==> src/rtl/tug_pkg.sv <==
// Shared types and constants for the Tug-of-War automatic opponent.
// Holds the FSM state encoding, the win patterns and the reaction-delay table.
package tug_pkg;

    localparam int LED_W = 7;
    localparam int DLY_W = 8;

    typedef enum logic [2:0] {
        IDLE  = 3'd0,
        DARK  = 3'd1,
        REACT = 3'd2,
        PRESS = 3'd3,
        OVER  = 3'd4
    } state_e;

    localparam logic [LED_W-1:0] WIN_L = 7'b1110000;
    localparam logic [LED_W-1:0] WIN_R = 7'b0000111;

    // Element [lvl] is the base reaction delay for difficulty lvl (0 = slowest).
    localparam logic [3:0][DLY_W-1:0] BASE_DELAY = {8'd32, 8'd64, 8'd96, 8'd128};

    function automatic logic [DLY_W-1:0] react_delay(input logic [1:0] lvl,
                                                      input logic [7:0] rnd);
        return BASE_DELAY[lvl] + {2'b00, rnd[5:0]};
    endfunction

endpackage

==> src/rtl/tug_auto_player_lfsr8.sv <==
// 8-bit Fibonacci LFSR (x^8+x^6+x^5+x^4+1) advancing every non-reset cycle.
// An all-zero seed would lock the register, so it is replaced by 8'h01.
module lfsr8 (
    input  logic       clk,
    input  logic       rst,
    input  logic [7:0] seed,
    output logic [7:0] q
);

    logic [7:0] lfsr_q;
    logic [7:0] lfsr_d;
    logic [7:0] seed_safe;

    assign seed_safe = (seed == 8'h00) ? 8'h01 : seed;

    assign lfsr_d[0] = lfsr_q[7] ^ lfsr_q[5] ^ lfsr_q[4] ^ lfsr_q[3];

    for (genvar gi = 1; gi < 8; gi++) begin : g_shift
        assign lfsr_d[gi] = lfsr_q[gi-1];
    end

    always_ff @(posedge clk) begin
        if (rst) begin
            lfsr_q <= seed_safe;
        end else begin
            lfsr_q <= lfsr_d;
        end
    end

    assign q = lfsr_q;

endmodule

==> src/rtl/tug_auto_player.sv <==
// Automatic Tug-of-War opponent: waits for a dark->lit round start, reacts after a
// level-dependent pseudo-random delay, then holds its button for HOLD_CYCLES cycles.
module tug_auto_player
    import tug_pkg::*;
#(
    parameter int         HOLD_CYCLES = 5,
    parameter logic [7:0] LFSR_SEED   = 8'hA5
) (
    input  logic             clk,
    input  logic             rst,
    input  logic             en,
    input  logic [1:0]       level,
    input  logic [LED_W-1:0] leds_in,
    output logic             pb_out,
    output logic             busy,
    output logic [2:0]       state_dbg
);

    localparam logic [DLY_W-1:0] HOLD_LOAD = DLY_W'(HOLD_CYCLES - 1);

    state_e           state_q, state_d;
    logic [DLY_W-1:0] cnt_q, cnt_d;
    logic [DLY_W-1:0] hold_q, hold_d;
    logic             pb_q, pb_d;
    logic             busy_q, busy_d;
    logic [7:0]       lfsr_q;
    logic             win;
    logic             dark;

    lfsr8 u_lfsr (
        .clk  (clk),
        .rst  (rst),
        .seed (LFSR_SEED),
        .q    (lfsr_q)
    );

    assign win  = (leds_in == WIN_L) || (leds_in == WIN_R);
    assign dark = (leds_in == '0);

    always_ff @(posedge clk) begin
        if (rst) begin
            state_q <= IDLE;
            cnt_q   <= '0;
            hold_q  <= '0;
            pb_q    <= 1'b0;
            busy_q  <= 1'b0;
        end else begin
            state_q <= state_d;
            cnt_q   <= cnt_d;
            hold_q  <= hold_d;
            pb_q    <= pb_d;
            busy_q  <= busy_d;
        end
    end

    // A visible win freezes the player; en=0 aborts anything short of that.
    always_comb begin
        state_d = state_q;
        cnt_d   = cnt_q;
        hold_d  = hold_q;
        if (state_q != OVER && win) begin
            state_d = OVER;
        end else if (!en && state_q != OVER) begin
            state_d = IDLE;
        end else begin
            case (state_q)
                IDLE: begin
                    if (dark) state_d = DARK;
                end
                DARK: begin
                    if (!dark) begin
                        cnt_d   = react_delay(level, lfsr_q) - 8'd1;
                        state_d = REACT;
                    end
                end
                REACT: begin
                    // Bar going dark means the round ended before we reacted.
                    if (dark) begin
                        state_d = DARK;
                    end else if (cnt_q == '0) begin
                        hold_d  = HOLD_LOAD;
                        state_d = PRESS;
                    end else begin
                        cnt_d = cnt_q - 8'd1;
                    end
                end
                PRESS: begin
                    if (hold_q == '0) state_d = IDLE;
                    else              hold_d  = hold_q - 8'd1;
                end
                OVER: begin
                    state_d = OVER;
                end
                default: begin
                    state_d = IDLE;
                end
            endcase
        end
    end

    always_comb begin
        pb_d   = (state_d == PRESS);
        busy_d = (state_d == REACT) || (state_d == PRESS);
    end

    assign pb_out    = pb_q;
    assign busy      = busy_q;
    assign state_dbg = state_q;

endmodule
==> config.mk <==
export PLATFORM = sky130hd
export DESIGN_NAME = tug_auto_player
export DESIGN_NICKNAME = d
export VERILOG_FILES = /design/src/rtl/tug_pkg.sv /design/src/rtl/tug_auto_player_lfsr8.sv /design/src/rtl/tug_auto_player.sv
export SDC_FILE = /design/constraint.sdc
export NUM_CORES = 1
export LEC_CHECK = 0
export BUFFER_PORTS_ARGS = -buffer_cell sky130_fd_sc_hd__buf_2
export CAP_MARGIN = 20
export CORE_AREA = 3 3 69 84
export CTS_CLUSTER_DIAMETER = 50
export DETAILED_ROUTE_END_ITERATION = 10
export DIE_AREA = 0 0 72 87
export PLACE_DENSITY = 0.48
export REMOVE_ABC_BUFFERS = 1
export SYNTH_ARGS = -nofsm -noshare
export SYNTH_HDL_FRONTEND = slang
export SYNTH_SLANG_ARGS = --single-unit
==> constraint.sdc <==
create_clock -name clk -period 4.9 [get_ports clk]
set_input_delay 0.245 -clock clk [delete_from_list [all_inputs] [get_ports clk]]
set_output_delay 0.245 -clock clk [all_outputs]
set_load 0.01 [all_outputs]
==> impl_metrics.env <==
export IMPL_synth_distinct_cells=47
export IMPL_drt_initial_drc_count=56
export IMPL_drcViolationCount=0
export IMPL_antenna_found_initial=0
export IMPL_viasPerCell=5.26
export IMPL_die_h_um=87
export IMPL_diodes=0
export IMPL_ios=17
export IMPL_yosysMostFrequentCell="dfxtp_1"
export IMPL_timing_rr_start="cnt_q[0]$_SDFFE_PP0P_"
export IMPL_grt_pass1_wl_um=6690
export IMPL_whs_ns=0.343
export IMPL_holdBufCountCts=0
export IMPL_fmax_mhz=404
export IMPL_ys_ff_latch=29
export IMPL_layout_drive_gt1_share_pct=15.7
export IMPL_ctsResizeCount=0
export IMPL_crit_buf_inv=1
export IMPL_stdcell_count=295
export IMPL_die_area_um2=6260
export IMPL_postCtsSetupBuffers=0
export IMPL_fin_setup_tns_ns=0
export IMPL_dr_max_layer_used="met4"
export IMPL_drt_total_wl_um=3960
export IMPL_met1Wirelength_um=1770
export IMPL_ys_seq_area_share_pct=33.0
export IMPL_worstPathRequired_ns=5.11
export IMPL_syn_avg_cell_area_um2=8.03
export IMPL_startpoint="cnt_q[0]$_SDFFE_PP0P_"
export IMPL_area_growth_pct=12.0
export IMPL_synth_ff_type="dfxtp_1"
export IMPL_peakVddDrop_v=0.000106
export IMPL_grt_pass1_vias=1506
export IMPL_p_leak_nw=0.808
export IMPL_yosysWarnings=0
export IMPL_port_buffers=16
export IMPL_worstPathCellList="inv_1 -> ha_1 -> nor4b_1 -> a41o_1 -> or3_1 -> or4_1 -> a31oi_1"
export IMPL_path_max_fanout=17
export IMPL_dieWidth_um=72
export IMPL_synth_edf_count=0
export IMPL_powerDensity_nw_per_um2=274
export IMPL_fin_crit_sh_pct=50.5
export IMPL_yosys_top_cells_count="dfxtp_1 (29), nor2_1 (26), inv_1 (18)"
export IMPL_yosys_area_top_type_share_pct=33.0
export IMPL_crit_type="flip-flop to flip-flop"
export IMPL_synth_area_top_cells="dfxtp_1 (33%), ha_1 (7.1%), nor2_1 (5.5%)"
export IMPL_clockRootBuffer="clkbuf_8"
export IMPL_globalplace_congestion=0.792
export IMPL_cts_buffers=5
export IMPL_syn_area_um2=1760
export IMPL_wl_met3_um=134
export IMPL_start_kind="flip-flop"
export IMPL_drv_slew=0
export IMPL_maxSlewHeadroom_pct=65.4
export IMPL_setup_worst_path_end_class="flip-flop"
export IMPL_num_rows=28
export IMPL_hpwlAfterDp_um=2920
export IMPL_period_minus_slack_ns=2.47
export IMPL_hp_class="input pin to flip-flop"
export IMPL_firstDrtPassIters=4
export IMPL_r2r_setup_slack_ns=2.43
export IMPL_wl_per_cell_um=13.4
export IMPL_h_tree_depth=2
export IMPL_clockBufferDepth=2
export IMPL_clk_pin_slew_worst_paths_ns=0.07
export IMPL_met2_length_um=2010
export IMPL_crit_slowest_cell="or4_1"
export IMPL_syn_inst=219
export IMPL_finalHoldViolCount=0
export IMPL_tritoncts="yes"
export IMPL_grt_max_degree=19
export IMPL_fillCellCount=544
export IMPL_finClkSkew_ns=0.00812
export IMPL_crit_family="simple AND/OR/NAND/NOR gates"
export IMPL_cts_sinks=29
export IMPL_nNetsFinal=257
export IMPL_fin_util_pct=39.3
export IMPL_drtAntennaViolNets=0
export IMPL_slowest_delay_ns=0.59
export IMPL_tightest_slew_ns=0.515
export IMPL_grt_total_usage_pct=13.7
export IMPL_max_cap_violations=0
export IMPL_stdcell_area_um2=1970
export IMPL_dp_cells=287
export IMPL_arrival_ns=2.69
export IMPL_status="complete, no violations"
export IMPL_start_util_pct=35.1
export IMPL_synthArstFlopShare_pct=0
export IMPL_rsz0062_at_grt="false"
export IMPL_hp_start="rst"
export IMPL_placed_area_um2=1880
export IMPL_clock_latency_ns=0.28
export IMPL_via_count=1553
export IMPL_grt_remaining_overflow=0
export IMPL_setup_viol=0
export IMPL_fp_coreArea_um2=5010
export IMPL_yosys_area_top_type="dfxtp_1"
## layout by cell type (no fill, tap or decap), types with 6 or more instances in the layout
cell,Yosys,layout
dfxtp_1,29,29
nor2_1,26,26
inv_1,18,18
nand2_1,16,16
buf_2,3,16
o21ai_0,15,15
a21oi_1,14,14
ha_1,10,10
or3_1,6,6
a211oi_1,6,6
o22a_1,6,6
## layer usage
layer / global-route usage [%] / up-vias
met2: 24.2 / 24
met4: 5.30 / 0
met5: 0 / -
met1: 15.5 / 714
met3: 3.46 / 4
li1: - / 811
## final timing paths
| check | endpoint | depth (start not counted) |
|---|---|---|
| setup / recovery | cnt_q[6]$_SDFFE_PP0P_ | 7 |
| hold / removal | u_lfsr.q[6]$_SDFF_PP0_ | 2 |
| setup reg to reg | cnt_q[6]$_SDFFE_PP0P_ | 7 |
| hold reg to reg | u_lfsr.q[7]$_SDFF_PP1_ | 1 |
## kinds of logic after synthesis
group / Yosys count / share of synthesized area, %
AO/OA/AOI/OAI: 60 / 23.1
XOR/XNOR: 5 / 2.49
adder cells (fa/ha/maj): 11 / 8.25
buffers and inverters: 27 / 5.97
flip-flops: 29 / 33.0
multiplexers: 2 / 1.21
AND/OR/NAND/NOR: 85 / 26.0
## area by class of cell
class                           count  area [um^2]  area share (%)
Multi-Input combinational cell    163         1070            54.5
Sequential cell                    29          581            29.5
Timing Repair Buffer               17         87.6            4.44
Tap cell                           60         75.1            3.81
Clock buffer                        5         68.8            3.49
Inverter                           18         67.6            3.43
Clock inverter                      3         17.5           0.889
## metrics by stage
stage               power (mW)  setup slack [ns]
floorplan                0.325              2.68
global placement         0.353              2.51
detailed placement       0.351              2.45
CTS                      0.550              2.42
global route             0.571              2.22
finish                   0.540              2.43
## state kept, by name (all words and copies together), names as in the netlist
| signal | count |
|---|---|
| busy | 1 |
| hold_q | 8 |
| cnt_q | 8 |
| state_dbg | 3 |
| pb_out | 1 |
| u_lfsr.q | 8 |
## worst reg2reg max path: cells and delay by family (launching register included)
family | cells | cell delay, ns
simple gates | 3 | 1.32
compound gates | 2 | 0.40
flops | 1 | 0.38
fa+ha+maj | 1 | 0.24
buf+inv | 1 | 0.06
## power breakdown
part / switching [mW] / internal [mW]
sequential: 0.00845 / 0.245
combinational: 0.0481 / 0.0426
clock: 0.0982 / 0.0978
No activity file was read; power rests on OpenSTA's default activity.
